## src/rtl/jrc_decoder.sv

```systemverilog
// Johnson ring-counter decoder.
// A 10-bit Johnson code is captured in stage 1 and decoded into one of 20
// phases in stage 2. Legal phase changes accumulate forward steps and 19->0
// crossings. Illegal codes are counted, and they drop the phase reference.
module jrc_decoder (
  input  logic        C,
  input  logic        R,
  input  logic        CE,
  input  logic [9:0]  D,
  input  logic        CLR,
  output logic [4:0]  PHASE,
  output logic        VALID,
  output logic        ERR,
  output logic [15:0] STEPS,
  output logic [7:0]  WRAPS,
  output logic [7:0]  ERRCNT,
  output logic        SAT
);

  localparam int NUM_PHASES = 20;

  typedef enum logic {S_INIT = 1'b0, S_TRACK = 1'b1} state_t;

  // Legal code for phase k. Phases 0..10 fill ones from the LSB upward.
  // Phases 11..19 then clear ones from the LSB upward.
  function automatic logic [9:0] legal_code(input int k);
    logic [10:0] ones;
    if (k <= 10) begin
      ones = 11'((1 << k) - 1);
      return ones[9:0];
    end
    ones = 11'((1 << (k - 10)) - 1);
    return 10'h3FF & ~ones[9:0];
  endfunction

  // Stage-1 capture
  logic [9:0]  code_q, code_d;
  logic        pend_q, pend_d;

  // Stage-2 outputs and accumulators
  logic [4:0]  phase_q, phase_d;
  logic        valid_q, valid_d;
  logic        err_q, err_d;
  logic [15:0] steps_q, steps_d;
  logic [7:0]  wraps_q, wraps_d;
  logic [7:0]  errcnt_q, errcnt_d;
  logic        sat_q, sat_d;

  // Reference-tracking FSM
  state_t      state_q, state_d;
  logic        tracking;

  // Decode and delta helpers
  logic        dec_legal;
  logic [4:0]  dec_phase;
  logic [4:0]  delta;
  logic        wrap;
  logic [16:0] steps_sum;

  // Stage 1: a CE edge loads the code and marks it pending for decode
  always_comb begin
    pend_d = CE;
    code_d = CE ? D : code_q;
  end

  // Match the captured code against the 20 legal Johnson codes
  always_comb begin
    dec_legal = 1'b0;
    dec_phase = '0;
    for (int k = 0; k < NUM_PHASES; k++) begin
      if (code_q == legal_code(k)) begin
        dec_legal = 1'b1;
        dec_phase = 5'(k);
      end
    end
  end

  // Forward distance mod 20 from the current reference to the new phase.
  // A wrap means the walk passed through 19->0.
  always_comb begin
    if (dec_phase >= phase_q) delta = dec_phase - phase_q;
    else                      delta = dec_phase + 5'd20 - phase_q;
    wrap      = ({1'b0, phase_q} + {1'b0, delta}) >= 6'd20;
    steps_sum = {1'b0, steps_q} + 17'(delta);
  end

  // FSM next state: CLR always drops the reference.
  // Otherwise, a decoded sample decides between TRACK (legal) and INIT (illegal).
  always_comb begin
    state_d = state_q;
    if (CLR)         state_d = S_INIT;
    else if (pend_q) state_d = dec_legal ? S_TRACK : S_INIT;
  end

  // FSM output: only a held reference lets samples accumulate steps
  always_comb begin
    tracking = (state_q == S_TRACK);
  end

  // Stage 2: decode the pending sample, then apply CLR on top.
  // A sample decoded under CLR behaves as an INIT sample. It still updates PHASE,
  // VALID and ERR, but adds nothing to the counters.
  always_comb begin
    phase_d  = phase_q;
    valid_d  = pend_q;
    err_d    = 1'b0;
    steps_d  = steps_q;
    wraps_d  = wraps_q;
    errcnt_d = errcnt_q;
    sat_d    = sat_q;
    if (pend_q) begin
      if (dec_legal) begin
        phase_d = dec_phase;
        if (tracking && !CLR) begin
          if (steps_sum[16]) begin
            steps_d = 16'hFFFF;
            sat_d   = 1'b1;
          end else begin
            steps_d = steps_sum[15:0];
          end
          if (wrap) wraps_d = wraps_q + 8'd1;
        end
      end else begin
        err_d = 1'b1;
        if (!CLR && errcnt_q != 8'hFF) errcnt_d = errcnt_q + 8'd1;
      end
    end
    if (CLR) begin
      steps_d  = '0;
      wraps_d  = '0;
      errcnt_d = '0;
      sat_d    = 1'b0;
    end
  end

  // State register. Reset wins over CE and CLR and discards any in-flight sample.
  always_ff @(posedge C) begin
    if (R) begin
      code_q   <= '0;
      pend_q   <= 1'b0;
      phase_q  <= '0;
      valid_q  <= 1'b0;
      err_q    <= 1'b0;
      steps_q  <= '0;
      wraps_q  <= '0;
      errcnt_q <= '0;
      sat_q    <= 1'b0;
      state_q  <= S_INIT;
    end else begin
      code_q   <= code_d;
      pend_q   <= pend_d;
      phase_q  <= phase_d;
      valid_q  <= valid_d;
      err_q    <= err_d;
      steps_q  <= steps_d;
      wraps_q  <= wraps_d;
      errcnt_q <= errcnt_d;
      sat_q    <= sat_d;
      state_q  <= state_d;
    end
  end

  assign PHASE  = phase_q;
  assign VALID  = valid_q;
  assign ERR    = err_q;
  assign STEPS  = steps_q;
  assign WRAPS  = wraps_q;
  assign ERRCNT = errcnt_q;
  assign SAT    = sat_q;

endmodule
```

## config.mk

```make
export PLATFORM = sky130hd
export DESIGN_NAME = jrc_decoder
export DESIGN_NICKNAME = d
export VERILOG_FILES = /design/src/rtl/jrc_decoder.sv
export SDC_FILE = /design/constraint.sdc
export NUM_CORES = 1
export LEC_CHECK = 0
export ABC_AREA = 0
export CAP_MARGIN = 30
export CORE_MARGIN = 8
export CORE_UTILIZATION = 55
export DETAILED_ROUTE_END_ITERATION = 16
export PLACE_DENSITY_LB_ADDON = 0.08
export SLEW_MARGIN = 10
export SYNTH_ARGS = -nofsm -noshare
export SYNTH_HDL_FRONTEND = slang
export SYNTH_SLANG_ARGS = --single-unit
```

## constraint.sdc

```tcl
create_clock -name C -period 9.05 [get_ports C]
set_clock_uncertainty 0.2 [all_clocks]
set_input_delay 1.3575 -clock C [delete_from_list [all_inputs] [get_ports C]]
set_output_delay 1.3575 -clock C [all_outputs]
set_load 0.05 [all_outputs]
```

==> results.sh, run 1 <==
export IMPL_yosysWarnings=0
export IMPL_syn_nets=432
export IMPL_synth_cell_types=53
export IMPL_vias=2905
export IMPL_final_area_um2=3900
export IMPL_critPathArrivalTime_ps=5490
export IMPL_cts_buffers=5
export IMPL_routed_wl_mm=7.69
export IMPL_synth_most_common_cell="nor2_1"
export IMPL_wl_per_cell_um=15.0
export IMPL_synth_seq_cells=52
export IMPL_setup_violations=0
export IMPL_drt_iter0_drc=149
export IMPL_die_w_um=92.7
export IMPL_utilization=0.671
export IMPL_min_path_type="reg -> reg"
export IMPL_drive_above_1_share=0.0503
export IMPL_synth_enable_flop_cells=0
export IMPL_regToRegEndpoint="WRAPS[7]"
export IMPL_rsz0062_at_grt="no"
export IMPL_max_cap_viol_count=0
export IMPL_cp_startpoint="code_q[6]"
export IMPL_worstPathRequired_ps=9090
export IMPL_synth_top_cell_area_share=0.321
export IMPL_nets=479
export IMPL_power_density_nw_per_um2=117
export IMPL_antenna_found_initial=0
export IMPL_final_antenna_net_count=0
export IMPL_synthCells=389
export IMPL_cp_slowest_cell="o41ai_1"
export IMPL_endpoint="WRAPS[7]"
export IMPL_grt_first_pass_wirelength_mm=13.2
export IMPL_tightest_slew_ps=795
export IMPL_synthFlopType="dfxtp_1"
export IMPL_first_pass_iters=5
export IMPL_cts_hold_buffers=0
export IMPL_cts_tree="yes"
export IMPL_rows=28
export IMPL_antennaDiodeCount=0
export IMPL_hpwl_mm=5.89
export IMPL_syn_area_um2=3240
export IMPL_fmax_mhz=183
export IMPL_crit_top_cell="o21ai_0"
export IMPL_yosysSeqAreaShare=0.321
export IMPL_clk_latency_ps=310
export IMPL_start_util=0.557
export IMPL_worstRegToRegCells=18
export IMPL_cts_root_buffer="clkbuf_8"
export IMPL_finalCritPeriodShare=0.603
export IMPL_synth_common_cells="nor2_1 (53), dfxtp_1 (52), a21oi_1 (24), nand2_1 (24), ha_1 (23)"
export IMPL_synth_top_cell_by_area="dfxtp_1"
export IMPL_path_buf_inv=1
export IMPL_place_congestion=0.893
export IMPL_die_area_um2=8600
export IMPL_fill_cells=501
export IMPL_rrSetupSlack_ps=3600
export IMPL_clock_sinks=52
export IMPL_drc=0
export IMPL_path_max_fanout=9
export IMPL_grt_max_degree=35
export IMPL_syn_avg_cell_area_um2=8.32
export IMPL_crit_path_cell_trace="nor2_1 > o2111ai_1 > o21ai_0 > o41ai_1 > ha_1 > inv_1 > a31oi_1 > and2_0 > o21ai_0 > o21ai_0 > ha_1 > nand2b_1 > a31oi_1 > a2111oi_0 > a21oi_1 > nand3_1 > or3_1 > a21oi_1"
export IMPL_path_depth=18
export IMPL_min_period_ps=5450
export IMPL_tns_ps=0
export IMPL_gr_total_overflow=0
export IMPL_startpoint_type="register"
export IMPL_slew_headroom=0.465
export IMPL_htreeDepth=2
export IMPL_slowest_delay_ps=600
export IMPL_r2r_start="code_q[6]"
export IMPL_grt_pass1_vias=2816
export IMPL_layout_area_overhead_vs_synth_pct=20.5
export IMPL_die_y_um=92.7
export IMPL_numPortBuffers=53
export IMPL_grt_usage=0.184
export IMPL_peakVddDrop_v=0.0000717
export IMPL_coreArea_um2=5820
export IMPL_postCtsSetupBuffers=0
export IMPL_power_leakage_nw=1.52
export IMPL_critPathTopFamily="compound AO/OA/AOI/OAI gates"
export IMPL_status="completed"
export IMPL_yosys_top_cells_area="dfxtp_1 (32%), ha_1 (8.9%), nor2_1 (6.1%)"
export IMPL_ios=54
export IMPL_synthArstFlopShare=0
export IMPL_worst_setup_path_type="reg -> reg"
export IMPL_post_cts_resized=0
export IMPL_maxSlewViolCount=0
export IMPL_vias_per_cell=5.67
export IMPL_cts_max_path_buffers=2
export IMPL_finalHoldViolCount=0
export IMPL_post_dp_cell_area_um2=3790
export IMPL_end_kind="register"
export IMPL_clk_pin_slew_ps=100
[cell usage in the layout (no fill, tap or decap), types with 2 or more instances in the layout]
cell type	count
fa_1	6
and4_1	3
and3_1	8
xor2_1	19
and2_1	6
or2_2	3
a311oi_1	2
nor4_2	2
mux2i_1	14
a31oi_1	3
or3_1	4
nand2_1	24
nor3b_1	2
nand4_1	11
nand2b_1	5
a21o_1	4
a21oi_1	24
ha_1	23
clkdlybuf4s50_1	53
dfxtp_1	52
inv_1	20
a22oi_1	2
clkbuf_8	6
nor4_1	4
xnor2_1	4
o21ai_0	17
nor2_1	53
nor2b_1	6
nor3_1	11
nand3_1	17
a211oi_1	7
[stage by stage]
stage                     std cells  setup slack, ps  power [mW]  hold slack, ps
after floorplan                 389             4460       0.299             258
after CTS                       511             3570       0.464             293
after global placement          503             3810       0.319             252
after detailed placement        503             3590       0.321             269
final                           512             3600       0.458             288
after global routing            512             2990       0.482             321
[cell type report]
class / count / area [um2] / share of cell area
Multi-Input combinational cell: 302 / 2040 / 0.524
Sequential cell: 52 / 1040 / 0.267
Timing Repair Buffer: 54 / 546 / 0.140
Tap cell: 75 / 93.8 / 0.0241
Clock buffer: 6 / 82.6 / 0.0212
Inverter: 21 / 81.3 / 0.0208
Clock inverter: 2 / 13.8 / 0.00353
[tightest hold or removal path: stages (launching register included)]
cell,delay (ps)
dfxtp_1,340
a21oi_1,40
nor2_1,80
[worst min-delay path by stage]
stage                  from  endpoint  slack (ps)  cells past startpoint
detailed placement      SAT       SAT         270                      2
floorplan           state_q   state_q         260                      2
CTS                     SAT       SAT         290                      2
global placement        SAT       SAT         250                      2
finish                  SAT       SAT         290                      2
global route        state_q   state_q         320                      2
[power breakdown]
| group | switching [mW] | internal [mW] | leakage [nW] |
|---|---|---|---|
| registers | 0.00761 | 0.233 | 0.422 |
| logic | 0.0435 | 0.0317 | 1.04 |
| clock network | 0.0799 | 0.0627 | 0.0516 |
[cells by family (layout without fill, tap and decap cells)]
logic type,Yosys count,in the layout,synth area share
flip-flops,52,52,0.321
buffers and inverters,35,83,0.0475
AND/OR/NAND/NOR,165,165,0.264
adder cells (fa/ha/maj),29,29,0.126
XOR/XNOR,23,23,0.0622
multiplexers,14,14,0.0433
AO/OA/AOI/OAI,71,71,0.136
[layer usage]
metal / wire [um] / track usage
met3: 450 / 0.0372
met2: 3560 / 0.291
met5: 0 / 0
met4: 119 / 0.0698
met1: 3560 / 0.241
[state kept, by name (all words and copies together), names as in the netlist]
signal   count
VALID        1
state_q      1
ERR          1
PHASE        5
STEPS       16
ERRCNT       8
WRAPS        8
SAT          1
pend_q       1
code_q      10
No activity file was read; power rests on OpenSTA's default activity.
==> inputs of run 2 (changes only) <==
--- a/config.mk
+++ b/config.mk
@@ -8,7 +8,7 @@
 export ABC_AREA = 0
 export CAP_MARGIN = 30
 export CORE_MARGIN = 8
-export CORE_UTILIZATION = 55
+export CORE_UTILIZATION = 48
 export DETAILED_ROUTE_END_ITERATION = 16
 export PLACE_DENSITY_LB_ADDON = 0.08
 export SLEW_MARGIN = 10
==> constraint.sdc (replaced) <==
create_clock -name C -period 4.4 [get_ports C]
set_clock_uncertainty 0.2 [all_clocks]
set_input_delay 0.66 -clock C [delete_from_list [all_inputs] [get_ports C]]
set_output_delay 0.66 -clock C [all_outputs]
set_load 0.05 [all_outputs]
==> run 2 against run 1 <==
First-iteration DRC count grew 4.7%. Largest cell class unchanged. Routed wire length grew 15%. Sequential power grew 100%. Critical path depth grew 3. The run now ends with setup timing left. Highest routed layer unchanged. Sequential cell count is the same.
==> results.sh, run 2 (same netlist as run 1, synthesis figures left out) <==
export IMPL_status="complete, but fails checks"
export IMPL_violations="setup timing"
export IMPL_finalHoldViolCount=0
export IMPL_min_period_ps=4490
export IMPL_crit_path_cell_trace="buf_6 > and2_4 > o2111ai_4 > o21ai_2 > o41ai_4 > ha_2 > inv_2 > ha_4 > fa_2 > nor2_4 > a21oi_4 > ha_4 > buf_6 > xor2_2 > nor2_1 > nor3_2 > a21oi_2 > buf_6 > nand3_4 > or3_4 > a21oi_2"
export IMPL_startpoint_type="register"
export IMPL_finalCritPeriodShare=1.02
export IMPL_ios=54
export IMPL_tightest_slew_ps=799
export IMPL_maxSlewViolCount=0
export IMPL_vias_per_cell=5.50
export IMPL_die_y_um=98.1
export IMPL_grt_first_pass_wirelength_mm=14.3
export IMPL_rows=30
export IMPL_drc=0
export IMPL_worst_setup_path_type="reg -> reg"
export IMPL_path_max_fanout=4
export IMPL_cts_tree="yes"
export IMPL_layout_common_cells="buf_4 (54), clkdlybuf4s50_1 (53), nor2_1 (49), dfxtp_1 (44), nand2_1 (22)"
export IMPL_critPathArrivalTime_ps=4530
export IMPL_htreeDepth=2
export IMPL_met1_length_mm=4.06
export IMPL_clock_sinks=52
export IMPL_clk_pin_slew_ps=100
export IMPL_rsz0062_at_grt="yes"
export IMPL_place_congestion=0.922
export IMPL_largest_register_ffs=16
export IMPL_routed_wl_mm=8.88
export IMPL_die_area_um2=9630
export IMPL_grt_max_degree=35
export IMPL_coreArea_um2=6640
export IMPL_final_antenna_net_count=0
export IMPL_start_util=0.487
export IMPL_cts_root_buffer="clkbuf_8"
export IMPL_fmax_mhz=223
export IMPL_antennaDiodeCount=0
export IMPL_met2_length_mm=4.31
export IMPL_numPortBuffers=53
export IMPL_cts_max_path_buffers=2
export IMPL_final_area_um2=4790
export IMPL_first_pass_iters=4
export IMPL_vias=3182
export IMPL_post_dp_cell_area_um2=4160
export IMPL_cts_buffers=5
export IMPL_clk_latency_ps=310
export IMPL_drive_above_1_share=0.295
export IMPL_timing_final_ws_setup_ps=-93.5
export IMPL_power_leakage_nw=1.88
export IMPL_slowest_delay_ps=570
export IMPL_worstPathRequired_ps=4440
export IMPL_end_kind="register"
export IMPL_grt_usage=0.176
export IMPL_hpwl_mm=6.29
export IMPL_gr_total_overflow=0
export IMPL_wl_per_cell_um=15.3
export IMPL_antenna_found_initial=0
export IMPL_max_cap_viol_count=0
export IMPL_layout_area_overhead_vs_synth_pct=48.1
export IMPL_met3_length_um=344
export IMPL_die_w_um=98.1
export IMPL_power_density_nw_per_um2=220
export IMPL_peakVddDrop_v=0.000174
export IMPL_grt_pass1_vias=3051
export IMPL_slew_headroom=0.463
export IMPL_nets=541
export IMPL_top_layer="met4"
export IMPL_drt_iter0_drc=156
export IMPL_crit_top_cell="buf_6"
export IMPL_tns_ps=-348
export IMPL_setup_violations=6
export IMPL_min_path_type="reg -> reg"
export IMPL_cp_slowest_cell="fa_2"
export IMPL_final_common_cell="buf_4"
==> run 2: cell count changes in the layout (fill, tap and decap cells not counted), sizes merged <==
cell | before | now
buf | 1 | 63
==> run 2: repair_timing <==
item | 4_1_cts | 5_1_grt
buffers inserted | 1 | 15
endpoints found under the setup margin | 25 | 25
hold buffers | 0 | 0
pin swaps | 4 | 33
gates resized for setup | 33 | 68
==> run 2: area by class of cell <==
cell class,instances,area (um2)
timing repair buffer,116,1040
sequential,52,1060
inverter,21,81.3
clock buffer,6,72.6
tap,80,100
multi-input combinational,302,2430
fill,521,1850
clock inverter,2,13.8
==> run 2: critical path, delay by kind of cell, from the launching register on <==
family,cells,cell delay (ps)
fa+ha+maj,4,1240
xor+xnor,1,130
simple gates,6,870
flops,1,350
compound gates,6,1190
buf+inv,4,440
==> run 2: power by group <==
part	total [mW]	internal (mW)	switching (mW)
sequential	0.491	0.479	0.0120
clock	0.280	0.114	0.166
combinational	0.285	0.148	0.137
==> run 2: path summary, 6_finish.rpt <==
| kind | from | cells past startpoint | slack (ps) | to |
|---|---|---|---|---|
| setup / recovery | code_q[7] | 21 | -90 | WRAPS[4] |
| hold / removal | state_q | 2 | 290 | state_q |
| setup reg to reg | code_q[7] | 21 | -90 | WRAPS[4] |
| hold reg to reg | state_q | 2 | 290 | state_q |
==> run 2: metal layers <==
metal,vias to the layer above,track usage
met2,67,0.287
li1,1579,-
met5,-,0
met4,0,0.0484
met3,17,0.0420
met1,1519,0.226
==> run 2: stage by stage <==
stage                     total power [mW]  setup slack (ps)  hold WS [ps]  utilization  cells
after CTS                             1.00              9.17           295        0.659    564
after floorplan                      0.618              18.1           258            -    389
after global placement               0.694              -235           268        0.627    555
after detailed placement             0.699              -419           278        0.627    555
final                                 1.06             -93.5           294        0.722    579
after global routing                  1.11              -332           340        0.722    579
==> inputs of run 3 (changes only) <==
--- a/config.mk
+++ b/config.mk
@@ -10,7 +10,9 @@
 export CORE_MARGIN = 8
 export CORE_UTILIZATION = 48
 export DETAILED_ROUTE_END_ITERATION = 16
+export GPL_ROUTABILITY_DRIVEN = 0
 export PLACE_DENSITY_LB_ADDON = 0.08
+export REMOVE_ABC_BUFFERS = 1
 export SLEW_MARGIN = 10
 export SYNTH_ARGS = -nofsm -noshare
 export SYNTH_HDL_FRONTEND = slang
==> run 3 against run 2 <==
The flow still finishes with violations (setup timing). Clock power rose by 27%. Critical path depth rose by 1. Final area fell by 0.73%. Count of clock-buffer cells in the layout shrank 1. Hold slack about the same. First-iteration DRC count down 40%. Non-clock buffer count is 2 lower. Routed wire length is 0.83% higher.
==> results.sh, run 3 (same netlist as run 1, synthesis figures left out) <==
export IMPL_min_path_type="reg -> reg"
export IMPL_cts_root_buffer="clkbuf_8"
export IMPL_met3_length_um=393
export IMPL_fmax_mhz=224
export IMPL_cts_max_path_buffers=2
export IMPL_met2_length_mm=4.56
export IMPL_min_period_ps=4470
export IMPL_ios=54
export IMPL_timing_final_ws_setup_ps=-72.4
export IMPL_coreArea_um2=6640
export IMPL_rsz0062_at_grt="yes"
export IMPL_nets=539
export IMPL_die_y_um=98.1
export IMPL_cts_buffers=5
export IMPL_power_leakage_nw=1.88
export IMPL_worst_setup_path_type="reg -> reg"
export IMPL_clock_sinks=52
export IMPL_min_from="SAT"
export IMPL_worstRegToRegCells=22
export IMPL_htreeDepth=2
export IMPL_worstPathRequired_ps=4450
export IMPL_clk_latency_ps=320
export IMPL_grt_first_pass_wirelength_mm=13.9
export IMPL_startpoint_type="register"
export IMPL_die_w_um=98.1
export IMPL_rows=30
export IMPL_status="complete, but fails checks"
export IMPL_cts_hold_buffers=0
export IMPL_routed_wl_mm=8.96
export IMPL_met1_length_mm=3.82
export IMPL_gr_total_overflow=0
export IMPL_power_density_nw_per_um2=240
export IMPL_max_cap_viol_count=0
export IMPL_maxSlewViolCount=0
export IMPL_clk_pin_slew_ps=110
export IMPL_holdPathEnd="SAT"
export IMPL_final_common_cell="buf_4"
export IMPL_path_max_fanout=5
export IMPL_r2r_start="code_q[7]"
export IMPL_fin_total_pwr_mw=1.14
export IMPL_drc=0
export IMPL_worstHoldPathCells=2
export IMPL_peakVddDrop_v=0.000176
export IMPL_regToRegEndpoint="WRAPS[7]"
export IMPL_first_pass_iters=4
export IMPL_vias=3173
export IMPL_finalCritPeriodShare=1.02
export IMPL_top_layer="met4"
export IMPL_post_place_ws_ps=-229
export IMPL_violations="setup timing"
export IMPL_numPortBuffers=53
export IMPL_cts_tree="yes"
export IMPL_grt_max_degree=35
export IMPL_critPathArrivalTime_ps=4520
export IMPL_place_inst=558
export IMPL_vias_per_cell=5.50
export IMPL_final_antenna_net_count=0
export IMPL_wl_per_cell_um=15.5
export IMPL_layout_common_cells="buf_4 (57), clkdlybuf4s50_1 (53), nor2_1 (50), dfxtp_1 (43), nand2_1 (21)"
export IMPL_grt_pass1_vias=3111
export IMPL_end_kind="register"
export IMPL_rrSetupSlack_ps=-70
export IMPL_largest_register_ffs=16
export IMPL_antenna_found_initial=0
export IMPL_drt_iter0_drc=93
export IMPL_layout_area_overhead_vs_synth_pct=47.0
export IMPL_antennaDiodeCount=0
export IMPL_setup_violations=2
export IMPL_fin_cells=577
export IMPL_tightest_slew_ps=830
export IMPL_start_util=0.487
export IMPL_die_area_um2=9630
export IMPL_slew_headroom=0.442
export IMPL_finalHoldViolCount=0
export IMPL_drive_above_1_share=0.280
export IMPL_grt_usage=0.169
export IMPL_hpwl_mm=6.17
-- run 3: cell count changes in the layout (fill, tap and decap cells not counted), sizes merged --
cell and change:
clkbuf -1, buf -2, bufinv +1
-- run 3: critical path: stages, from the launching register on --
cell,delay [ps]
dfxtp_4,380
nand3_2,80
or4b_4,560
buf_4,160
o21ai_4,120
nor2_2,70
inv_4,90
ha_1,250
inv_1,120
fa_1,410
nor2_1,190
a21oi_2,90
buf_4,170
ha_4,150
buf_4,140
nor2_4,100
nor2_2,60
a21o_1,190
a21oi_4,180
buf_4,140
nand3_4,90
or3_1,340
a21oi_2,120
-- run 3: worst max-delay path by stage --
| stage | startpoint | end | slack, ps |
|---|---|---|---|
| floorplan | code_q[6] | WRAPS[7] | -190 |
| detailed placement | code_q[7] | WRAPS[4] | -230 |
| finish | code_q[7] | WRAPS[7] | -70 |
| CTS | code_q[2] | WRAPS[4] | 5 |
| global route | code_q[3] | WRAPS[4] | -250 |
| global placement | code_q[7] | WRAPS[4] | -170 |
-- run 3: final cells by class --
type	count	area [um2]
fillers	495	1880
repair buffers	114	997
inverters	21	81.3
clock buffers	5	68.8
clock inverters	3	46.3
multi-input cells	302	2410
well taps	80	100
flip-flops and latches	52	1060
-- run 3: stage by stage --
step | TNS [ps] | area [um2] | hold slack (ps) | util
floorplan | -336 | 3170 | 258 | -
global placement | -604 | 4170 | 248 | 0.628
detailed placement | -2440 | 4170 | 269 | 0.628
CTS | 0 | 4350 | 297 | 0.655
global route | -2590 | 4760 | 315 | 0.716
finish | -142 | 4760 | 295 | 0.716
-- run 3: per-layer routing --
| layer | GRT usage | up-vias |
|---|---|---|
| met1 | 0.187 | 1491 |
| met2 | 0.313 | 83 |
| met4 | 0.0460 | 0 |
| met3 | 0.0391 | 18 |
| met5 | 0 | - |
| li1 | - | 1581 |
-- run 3: power by group --
| part | total [mW] | switching, mW | internal [mW] | leakage [nW] |
|---|---|---|---|---|
| Sequential | 0.491 | 0.0113 | 0.479 | 0.425 |
| Clock | 0.355 | 0.182 | 0.173 | 0.0600 |
| Combinational | 0.298 | 0.145 | 0.153 | 1.39 |
| Total | 1.14 | 0.338 | 0.806 | 1.88 |
-- run 3: what timing repair did --
action,in CTS,in global routing
setup endpoints to repair,23,25
setup buffers,2,9
gates cloned,0,1
resized for setup,22,69
pin swaps,4,26
